==> src/rtl/obstacle_spawner.sv <==
// Obstacle spawner: random frame gap, then a 13-bit restoring mod
// of rnd by range produces a spawn position offered over valid/ack.
module obstacle_spawner #(
  parameter int MIN_GAP  = 8,
  parameter int GAP_BITS = 4
) (
  input  logic        clk,
  input  logic        rst,
  input  logic        enable,
  input  logic        frame_tick,
  input  logic [12:0] rnd,
  input  logic [10:0] range,
  input  logic        spawn_ack,
  output logic        spawn_valid,
  output logic [10:0] spawn_y,
  output logic        busy,
  output logic [7:0]  spawn_count
);

  typedef enum logic [1:0] {
    IDLE,
    GAP,
    CALC,
    OFFER
  } state_t;

  state_t      state, state_n;
  logic [8:0]  gap_cnt;
  logic [8:0]  gap_load;
  logic [12:0] cap_rnd;
  logic [10:0] cap_range;
  logic [11:0] rem;
  logic [3:0]  bit_cnt;
  logic [12:0] sh;
  logic        ge;
  logic        tick_last;
  logic        calc_done;

  assign gap_load  = 9'(MIN_GAP) + 9'(rnd[GAP_BITS-1:0]);
  assign sh        = {rem, cap_rnd[12]};
  assign ge        = sh >= {2'b00, cap_range};
  assign tick_last = frame_tick && (gap_cnt == 9'd1);
  assign calc_done = bit_cnt == 4'd13;

  assign busy        = state != IDLE;
  assign spawn_valid = state == OFFER;

  always_comb begin
    state_n = state;
    unique case (state)
      IDLE:  if (enable) state_n = GAP;
      GAP: begin
        if (!enable)        state_n = IDLE;
        else if (tick_last) state_n = CALC;
      end
      CALC:  if (calc_done) state_n = OFFER;
      OFFER: if (spawn_ack) state_n = enable ? GAP : IDLE;
    endcase
  end

  always_ff @(posedge clk) begin
    if (rst) state <= IDLE;
    else     state <= state_n;
  end

  // Bit cycles run at bit_cnt 0..12; the extra cycle at 13 publishes.
  always_ff @(posedge clk) begin
    if (rst) begin
      gap_cnt     <= '0;
      cap_rnd     <= '0;
      cap_range   <= '0;
      rem         <= '0;
      bit_cnt     <= '0;
      spawn_y     <= '0;
      spawn_count <= '0;
    end else begin
      unique case (state)
        IDLE: begin
          if (enable) gap_cnt <= gap_load;
        end
        GAP: begin
          if (enable && frame_tick) begin
            gap_cnt <= gap_cnt - 9'd1;
            if (gap_cnt == 9'd1) begin
              cap_rnd   <= rnd;
              cap_range <= range;
              rem       <= '0;
              bit_cnt   <= '0;
            end
          end
        end
        CALC: begin
          if (calc_done) begin
            spawn_y <= (cap_range == 11'd0) ? 11'd0 : rem[10:0];
          end else begin
            rem     <= ge ? 12'(sh - {2'b00, cap_range}) : sh[11:0];
            cap_rnd <= {cap_rnd[11:0], 1'b0};
            bit_cnt <= bit_cnt + 4'd1;
          end
        end
        OFFER: begin
          if (spawn_ack) begin
            spawn_count <= spawn_count + 8'd1;
            gap_cnt     <= gap_load;
          end
        end
      endcase
    end
  end

endmodule

==> config.mk <==
export PLATFORM = sky130hd
export DESIGN_NAME = obstacle_spawner
export DESIGN_NICKNAME = d
export VERILOG_FILES = /design/src/rtl/obstacle_spawner.sv
export SDC_FILE = /design/constraint.sdc
export NUM_CORES = 1
export LEC_CHECK = 0
export ABC_AREA = 0
export CORE_ASPECT_RATIO = 1.2
export CORE_MARGIN = 2
export CORE_UTILIZATION = 49
export CTS_BUF_LIST = sky130_fd_sc_hd__clkbuf_8
export DETAILED_ROUTE_END_ITERATION = 8
export HOLD_SLACK_MARGIN = 0.12
export PLACE_DENSITY = 0.77
export REMOVE_ABC_BUFFERS = 1
export SETUP_SLACK_MARGIN = 0.1
export SYNTH_ARGS = -nofsm -noshare
export SYNTH_HDL_FRONTEND = slang
export SYNTH_SLANG_ARGS = --single-unit
==> constraint.sdc <==
create_clock -name clk -period 5.4 [get_ports clk]
set_input_delay 0.54 -clock clk [delete_from_list [all_inputs] [get_ports clk]]
set_output_delay 0.54 -clock clk [all_outputs]
set_load 0.01 [all_outputs]
==> flow_metrics.py, run 1 <==
metrics = {
    "global_route": {
        "grt_usage_pct": 20.4,
        "overflow": 0,
        "antenna_found_initial": 0,
        "first_global_vias": 3091,
        "use_met1_pct": 23.7,
        "use_met2_pct": 35.6,
        "use_met3_pct": 5.23,
        "grt_first_pass_wirelength_mm": 13.9,
        "busiest_layer": "met2",
        "grt_max_degree": 35,
    },
    "power": {
        "p_sw_mw": 0.255,
        "finalPower_mw": 0.989,
        "swShare_pct": 25.8,
        "power.density_nw_per_um2": 225,
        "p_leak_nw": 1.65,
        "internal_power_mw": 0.734,
        "vdd.ir_drop.worst_uv": 140,
        "pwr-share-seq_pct": 53.8,
        "combPwrFrac_pct": 9.0,
        "p_clk_share_pct": 37.2,
    },
    "layout": {
        "drive_gt1_share_pct": 6.46,
        "multi_input_area_um2": 2120,
        "final_common_cell": "dfxtp_1",
        "syn_to_final_growth_pct": 17.7,
        "n_antenna_cell": 0,
        "final_nets": 521,
        "seq_area_um2": 1400,
        "final_cell_mix": "70 x dfxtp_1, 51 x nor2_1, 48 x clkdlybuf4s50_1",
        "fillers": 668,
    },
    "yosys": {
        "syn_avg_cell_area_um2": 8.49,
        "ys_types": 65,
        "synth-edff-count": 0,
        "ys_ff_latch": 70,
        "ys_async_sr_fraction_pct": 0,
        "ys_seq_area_share_pct": 37.6,
        "yosysWarnings": 0,
        "synth-main-ff-cell": "dfxtp_1",
        "syn_inst": 439,
        "syn_area_um2": 3730,
    },
    "clock_network": {
        "cts_made_buffers": 9,
        "clockRootBuffer": "clkbuf_8",
        "clock-sinks": 70,
        "insertion_delay_ns": 0.34,
        "clkTransAtPathRegs_ns": 0.07,
        "post-cts-setup-buffers": 0,
        "clk_path_buf_depth": 2,
        "post_cts_resized": 0,
        "htreeDepth": 3,
        "ctsHoldBuffers": 0,
        "cts_tree": "yes",
    },
    "sta": {
        "finClkSkew_ns": 0.00690,
        "fin_crit_sh_pct": 59.3,
        "worst_slew_pin_slew_ns": 1.14,
        "setup_viol": 0,
        "fmax_mhz": 312,
        "rsz0062_at_grt": "false",
        "slew_viol_final": 0,
        "slew_headroom_pct": 23.4,
        "hold_violations": 0,
        "finalCriticalPeriod_ns": 3.20,
        "fin_tns_setup_ns": 0,
    },
    "floorplanning": {
        "io_pins": 50,
        "initial_core_util_pct": 50.9,
        "die_h_um": 99.5,
        "dieWidth_um": 83.6,
        "dieArea_um2": 8320,
        "core_um2": 7320,
        "rows": 34,
    },
    "hold_path": {
        "hold_class": "reg -> reg",
        "min_to": "rem[6]$_SDFFE_PP0P_",
        "holdPathStages": 2,
        "hp-start": "rem[5]$_SDFFE_PP0P_",
    },
    "worst_setup_path": {
        "reg2reg_setup_slack_ns": 2.20,
        "arrival_ns": 3.48,
        "reg2reg_to": "spawn_y[8]$_SDFFE_PP0P_",
        "rr_worst_depth": 6,
        "worstSetupPathType": "reg -> reg",
        "cp-start-kind": "flip-flop",
        "cp.required_ns": 5.68,
        "path_max_fanout": 15,
        "end_kind": "flip-flop",
    },
    "route": {
        "wire_per_inst_um": 14.6,
        "first_pass_iters": 5,
        "route.final.wire_length_mm": 8.35,
        "drtIter0Drc": 125,
        "via_per_inst": 5.79,
        "drc": 0,
        "routed-via-count": 3300,
        "ant_nets": 0,
    },
    "status": {
        "status": "completed",
    },
    "run": {
        "cap_violations": 0,
    },
    "placement": {
        "hpwl_mm": 6.14,
        "port-buffer-count": 49,
        "place_congestion": 0.856,
    },
}
-- power by group through the flow --
stage               registers [mW]  logic, mW  clock network, mW
global route                 0.533     0.0985              0.402
floorplan                    0.542     0.0470                  0
finish                       0.532     0.0892              0.367
CTS                          0.532     0.0890              0.380
global placement             0.543     0.0869                  0
detailed placement           0.544     0.0887                  0
-- worst max-delay path by stage --
stage / startpoint / endpoint / slack (ns) / depth (start not counted)
after global placement: frame_tick / rem[7]$_SDFFE_PP0P_ / 2.22 / 7
after global routing: flip-flop / spawn_y[4]$_SDFFE_PP0P_ / 1.94 / 6
after detailed placement: frame_tick / rem[7]$_SDFFE_PP0P_ / 2.10 / 7
after CTS: flip-flop / spawn_y[9]$_SDFFE_PP0P_ / 2.24 / 6
final: flip-flop / spawn_y[8]$_SDFFE_PP0P_ / 2.20 / 6
after floorplan: state[0]$_SDFFE_PP0P_ / rem[7]$_SDFFE_PP0P_ / 3.11 / 5
-- cells by family (layout without fill, tap and decap cells) --
group | after synthesis | count (layout) | synth area share [%]
adders and majority gates | 18 | 18 | 6.18
DFF | 70 | 70 | 37.6
and+or+nand+nor | 139 | 139 | 18.0
muxes | 19 | 19 | 5.14
AOI/OAI and AO/OA | 126 | 126 | 23.1
buffers and inverters | 49 | 90 | 5.74
xor gates and xnor gates | 18 | 18 | 4.23
-- metal layers --
| layer | wire length [µm] | share of wire, % | vias up |
|---|---|---|---|
| met3 | 323 | 3.9 | 19 |
| met2 | 4120 | 49 | 75 |
| met5 | 0 | 0 | - |
| met1 | 3700 | 44 | 1544 |
| li1 | - | - | 1662 |
| met4 | 210 | 2.5 | 0 |
-- through the flow --
step	instance area, µm²	setup WS [ns]	util (%)	cells	hold slack [ns]
2_1_floorplan	3600	3.11	-	414	0.457
3_3_place_gp	4210	2.22	57.5	554	0.479
3_5_place_dp	4210	2.10	57.5	554	0.488
4_1_cts	4380	2.24	59.9	570	0.497
5_1_grt	4390	1.94	60.0	570	0.524
6_report	4390	2.20	60.0	570	0.493
-- Yosys cell counts, drive strengths merged (6+ instances only) --
cell / count / area, µm²
dfxtp: 70 / 1400
nor2: 52 / 198
nand2: 38 / 143
o21ai: 30 / 154
inv: 24 / 90.1
a21oi: 23 / 115
mux2i: 18 / 180
clkbuf: 16 / 60.1
ha: 16 / 200
a211oi: 15 / 113
a22oi: 13 / 97.6
xor2: 10 / 87.6
buf: 9 / 63.8
nand4: 9 / 56.3
xnor2: 8 / 70.1
and3: 6 / 43.8
nor3: 6 / 30.0
-- flip-flops by register name (all words and copies together), names as in the netlist, named ones only --
name and cells:
bit_cnt 4, cap_range 11, spawn_y 11, cap_rnd 13, rem 12, spawn_count 8, gap_cnt 9, state 1
-- cell type report --
class	instances	share of cell area (%)
multi-input cells	320	48.2
inverters	24	2.05
clock buffers	9	2.82
flip-flops and latches	70	31.9
well taps	90	2.57
clock inverters	7	1.14
repair buffers	50	11.2
-- critical path, cell delays in order, from the launching register on --
cell and delay (ns):
dfxtp_1 0.53, nand2b_1 0.54, inv_1 0.16, nand4_1 0.53, a31oi_1 1.07, a22oi_1 0.17
nor2_1 0.14
No activity file was read; power rests on OpenSTA's default activity.
==> run 2: changes to the inputs <==
==> constraint.sdc (replaced) <==
create_clock -name clk -period 2.95 [get_ports clk]
set_input_delay 0.295 -clock clk [delete_from_list [all_inputs] [get_ports clk]]
set_output_delay 0.295 -clock clk [all_outputs]
set_load 0.01 [all_outputs]
==> flow_metrics.py, run 2 (synthesis gave the netlist of run 1 again) <==
metrics = {
    "layout": {
        "fillers": 664,
        "syn_to_final_growth_pct": 19.3,
        "top_register": "cap_rnd",
        "fin_area_um2": 4450,
        "final_cell_mix": "70 x dfxtp_1, 51 x nor2_1, 48 x clkdlybuf4s50_1",
        "final_cells": 577,
        "largestRegisters": "cap_rnd: 13 flops, rem: 12 flops",
        "postLayoutCoreUtil_pct": 60.8,
        "n_antenna_cell": 0,
        "final_common_cell": "dfxtp_1",
        "drive_gt1_share_pct": 7.39,
        "largest_reg_flops": 13,
        "final_nets": 528,
    },
    "floorplanning": {
        "die_h_um": 99.5,
        "io_pins": 50,
        "initial_core_util_pct": 50.9,
        "dieArea_um2": 8320,
        "rows": 34,
        "dieWidth_um": 83.6,
        "core_um2": 7320,
    },
    "worst_setup_path": {
        "cp.required_ns": 3.19,
        "arrival_ns": 2.83,
        "path_max_fanout": 17,
        "end_kind": "flip-flop",
        "worstSetupPathType": "reg -> reg",
        "cp-start-kind": "flip-flop",
    },
    "power": {
        "p_clk_share_pct": 38.9,
        "finalPower_mw": 1.86,
        "vdd.ir_drop.worst_uv": 355,
        "combPwrFrac_pct": 8.8,
        "swShare_pct": 24.5,
        "p_sw_mw": 0.456,
        "internal_power_mw": 1.41,
        "p_leak_nw": 1.70,
        "power.density_nw_per_um2": 419,
        "pwr-share-seq_pct": 52.2,
    },
    "placement": {
        "place_ws_ns": 0.423,
        "place_congestion": 0.905,
        "placed_cells": 561,
        "hpwl_mm": 6.23,
        "dpl_cell_area_um2": 4260,
        "port-buffer-count": 49,
    },
    "sta": {
        "worst_slew_pin_slew_ns": 1.25,
        "timing.final.ws_setup_ns": 0.363,
        "slew_headroom_pct": 16.3,
        "fin_tns_setup_ns": 0,
        "finalCriticalPeriod_ns": 2.59,
        "slew_viol_final": 0,
        "fmax_mhz": 386,
        "fin_crit_sh_pct": 87.7,
        "setup_viol": 0,
        "finClkSkew_ns": 0.00904,
        "hold_violations": 0,
        "rsz0062_at_grt": "false",
        "hold_slack_ns": 0.373,
    },
    "clock_network": {
        "clock-sinks": 70,
        "clkTransAtPathRegs_ns": 0.07,
        "htreeDepth": 3,
        "post_cts_resized": 0,
        "clockRootBuffer": "clkbuf_8",
        "clk_path_buf_depth": 2,
        "insertion_delay_ns": 0.34,
        "post-cts-setup-buffers": 0,
        "ctsHoldBuffers": 0,
        "cts_made_buffers": 9,
        "cts_tree": "yes",
    },
    "run": {
        "cap_violations": 0,
    },
    "route": {
        "routed-via-count": 3347,
        "via_per_inst": 5.80,
        "drtIter0Drc": 289,
        "ant_nets": 0,
        "first_pass_iters": 7,
        "wire_per_inst_um": 15.2,
        "route.final.wire_length_mm": 8.79,
        "drc": 0,
    },
    "global_route": {
        "grt_usage_pct": 21.6,
        "first_global_vias": 3312,
        "grt_first_pass_wirelength_mm": 14.8,
        "antenna_found_initial": 0,
        "overflow": 0,
        "grt_max_degree": 38,
    },
    "hold_path": {
        "hold_class": "in -> reg",
    },
    "status": {
        "status": "completed",
    },
}
[run 2: cell types whose count changed in the layout (fill, tap and decap cells not counted), sizes merged]
| cell | before | now |
|---|---|---|
| buf | 2 | 9 |
| clkbuf | 9 | 12 |
| clkinvlp | 3 | 1 |
| clkinv | 3 | 2 |
[run 2: cell type report]
cell class	instances	area [µm²]	share of cell area (%)
clock buffers	12	165	3.71
clock inverters	4	21.3	0.478
inverters	24	90.1	2.03
multi-input cells	320	2110	47.5
flip-flops and latches	70	1400	31.5
well taps	90	113	2.53
repair buffers	57	546	12.3
[run 2: final timing paths]
kind,from,endpoint,slack [ns],cells after the start
setup / recovery,cap_range[7]$_SDFFE_PP0P_,rem[1]$_SDFFE_PP0P_,0.36,8
hold / removal,rst,spawn_count[4]$_SDFFE_PP0P_,0.37,2
setup reg to reg,cap_range[7]$_SDFFE_PP0P_,rem[1]$_SDFFE_PP0P_,0.36,8
hold reg to reg,cap_range[10]$_SDFFE_PP0P_,cap_range[10]$_SDFFE_PP0P_,0.49,2
[run 2: power by group through the flow]
| stage | combinational (mW) | clock [mW] | sequential, mW |
|---|---|---|---|
| after floorplan | 0.0861 | 0 | 0.992 |
| after global placement | 0.158 | 0 | 0.994 |
| after detailed placement | 0.162 | 0 | 0.995 |
| after CTS | 0.164 | 0.740 | 0.973 |
| after global routing | 0.181 | 0.787 | 0.975 |
| final | 0.165 | 0.726 | 0.974 |
[run 2: per-layer routing]
metal | track usage (%) | vias to the layer above | wire length [µm]
met2 | 38.5 | 87 | 4450
met5 | 0 | - | 0
met3 | 5.56 | 6 | 401
li1 | - | 1677 | -
met4 | 6.82 | 0 | 71
met1 | 25.5 | 1577 | 3860
[run 2: critical path, stage by stage, from the launching register on]
cell     delay, ns
dfxtp_1       0.34
inv_1         0.05
ha_1          0.47
and3_4        0.27
and4_4        0.24
a41o_1        0.22
a211o_1       0.53
mux2i_1       0.17
a22o_1        0.20
==> run 3: changes to the inputs <==
--- a/config.mk
+++ b/config.mk
@@ -11,8 +11,7 @@
 export CORE_UTILIZATION = 49
 export CTS_BUF_LIST = sky130_fd_sc_hd__clkbuf_8
 export DETAILED_ROUTE_END_ITERATION = 8
-export HOLD_SLACK_MARGIN = 0.12
-export PLACE_DENSITY = 0.77
+export PLACE_DENSITY = 0.72
 export REMOVE_ABC_BUFFERS = 1
 export SETUP_SLACK_MARGIN = 0.1
 export SYNTH_ARGS = -nofsm -noshare
==> flow_metrics.py, run 3 (synthesis gave the netlist of run 1 again) <==
metrics = {
    "global_route": {
        "grt_first_pass_wirelength_mm": 14.3,
        "grt_usage_pct": 20.9,
        "grt_max_degree": 32,
        "antenna_found_initial": 0,
        "overflow": 0,
        "first_global_vias": 3122,
    },
    "power": {
        "p_leak_nw": 1.70,
        "finalPower_mw": 1.99,
        "internal_power_mw": 1.53,
        "combPwrFrac_pct": 8.1,
        "vdd.ir_drop.worst_uv": 283,
        "power.density_nw_per_um2": 444,
        "p_sw_mw": 0.456,
        "swShare_pct": 22.9,
        "p_clk_share_pct": 43.0,
        "pwr-share-seq_pct": 48.9,
    },
    "placement": {
        "hpwl_mm": 6.07,
        "placed_cells": 561,
        "port-buffer-count": 49,
        "place_ws_ns": 0.431,
        "place_congestion": 0.895,
    },
    "hold_path": {
        "hold_class": "in -> reg",
    },
    "sta": {
        "setup_viol": 0,
        "worst_slew_pin_slew_ns": 1.16,
        "slew_viol_final": 0,
        "slew_headroom_pct": 22.0,
        "fin_tns_setup_ns": 0,
        "timing.final.ws_setup_ns": 0.345,
        "fmax_mhz": 384,
        "finalCriticalPeriod_ns": 2.61,
        "rsz0062_at_grt": "false",
        "finClkSkew_ns": 0.00883,
        "fin_crit_sh_pct": 88.3,
        "hold_violations": 0,
    },
    "clock_network": {
        "clkTransAtPathRegs_ns": 0.07,
        "clk_path_buf_depth": 2,
        "post_cts_resized": 0,
        "ctsHoldBuffers": 0,
        "cts_made_buffers": 9,
        "clock-sinks": 70,
        "cts_tree": "yes",
        "insertion_delay_ns": 0.34,
        "post-cts-setup-buffers": 0,
        "htreeDepth": 3,
        "clockRootBuffer": "clkbuf_8",
    },
    "layout": {
        "syn_to_final_growth_pct": 20.3,
        "drive_gt1_share_pct": 7.41,
        "largest_reg_flops": 13,
        "n_antenna_cell": 0,
        "final_common_cell": "dfxtp_1",
        "final_nets": 528,
        "top_register": "cap_rnd",
        "postLayoutCoreUtil_pct": 61.3,
        "fillers": 641,
        "largestRegisters": "cap_rnd: 13 flops, rem: 12 flops",
        "final_cell_mix": "70 x dfxtp_1, 51 x nor2_1, 48 x clkdlybuf4s50_1",
        "final_cells": 576,
    },
    "worst_setup_path": {
        "crit_chain": "inv_1, ha_1, and3_4, and4_4, a41o_1, a211o_1, o21ai_0, o21ai_0",
        "cp_common_cell": "o21ai_0",
        "crit_path_start": "cap_range[7]$_SDFFE_PP0P_",
        "end_kind": "flip-flop",
        "regToRegStartpoint": "cap_range[7]$_SDFFE_PP0P_",
        "arrival_ns": 2.87,
        "cp.required_ns": 3.22,
        "worstSetupPathType": "reg -> reg",
        "reg2reg_to": "rem[8]$_SDFFE_PP0P_",
        "worstSetupEndpoint": "rem[8]$_SDFFE_PP0P_",
        "cp_slowest_stage_delay_ns": 0.53,
        "cp-start-kind": "flip-flop",
        "rr_worst_depth": 8,
        "path_max_fanout": 17,
        "reg2reg_setup_slack_ns": 0.34,
        "cp_slowest_cell": "a211o_1",
    },
    "floorplanning": {
        "initial_core_util_pct": 50.9,
        "die_h_um": 99.5,
        "rows": 34,
        "core_um2": 7320,
        "dieWidth_um": 83.6,
        "io_pins": 50,
        "dieArea_um2": 8320,
    },
    "status": {
        "status": "completed",
    },
    "route": {
        "route.final.wire_length_mm": 8.60,
        "via_per_inst": 5.82,
        "ant_nets": 0,
        "wire_per_inst_um": 14.9,
        "first_pass_iters": 5,
        "routed-via-count": 3351,
        "drc": 0,
        "drtIter0Drc": 178,
    },
    "run": {
        "cap_violations": 0,
    },
}
-- run 3: cell count changes in the layout (fill, tap and decap cells not counted) --
cell | before | now
bufinv_16 | 0 | 2
clkbuf_8 | 12 | 10
clkinv_2 | 2 | 0
clkinv_4 | 0 | 1
clkinvlp_4 | 1 | 2
inv_1 | 25 | 24
-- run 3: power by group through the flow --
| stage | combinational [mW] | sequential, mW | clock (mW) |
|---|---|---|---|
| 5_1_grt | 0.179 | 0.976 | 0.917 |
| 4_1_cts | 0.162 | 0.973 | 0.881 |
| 3_3_place_gp | 0.161 | 0.995 | 0 |
| 3_5_place_dp | 0.161 | 0.995 | 0 |
| 6_report | 0.162 | 0.974 | 0.855 |
| 2_1_floorplan | 0.0861 | 0.992 | 0 |
-- run 3: per-layer routing --
| metal | vias up | GRT usage [%] | wire (µm) |
|---|---|---|---|
| li1 | 1677 | - | - |
| met1 | 1565 | 25.6 | 3840 |
| met2 | 89 | 35.8 | 4190 |
| met3 | 20 | 4.23 | 368 |
| met4 | 0 | 8.68 | 204 |
| met5 | - | 0 | 0 |
-- run 3: through the flow --
step	hold slack, ns	cell area, µm²
6_report	0.425	4480
5_1_grt	0.442	4480
4_1_cts	0.410	4480
3_5_place_dp	0.485	4260
3_3_place_gp	0.480	4260
2_1_floorplan	0.364	3600
-- run 3: worst min-delay path by stage --
stage | end | cells past startpoint | startpoint
2_1_floorplan | cap_range[0]$_SDFFE_PP0P_ | 1 | rst
3_3_place_gp | rem[11]$_SDFFE_PP0P_ | 2 | rem[11]$_SDFFE_PP0P_
3_5_place_dp | rem[11]$_SDFFE_PP0P_ | 2 | rem[11]$_SDFFE_PP0P_
4_1_cts | spawn_count[6]$_SDFFE_PP0P_ | 2 | rst
5_1_grt | spawn_count[6]$_SDFFE_PP0P_ | 2 | rst
6_report | spawn_count[6]$_SDFFE_PP0P_ | 2 | rst
-- run 3: worst max-delay path: cells and delay by family (launching register included) --
family | cells | cell delay [ns]
AOI/OAI and AO/OA | 4 | 1.15
adders and majority gates | 1 | 0.46
buffers and inverters | 1 | 0.06
DFF | 1 | 0.35
and+or+nand+nor | 2 | 0.51
-- run 3: area by class of cell --
type | count | area [µm²] | area share [%]
multi-input combinational | 320 | 2110 | 47.1
sequential | 70 | 1400 | 31.3
timing repair buffer | 57 | 546 | 12.2
tap | 90 | 113 | 2.51
inverter | 24 | 90.1 | 2.01
clock inverter | 5 | 83.8 | 1.87
clock buffer | 10 | 138 | 3.07
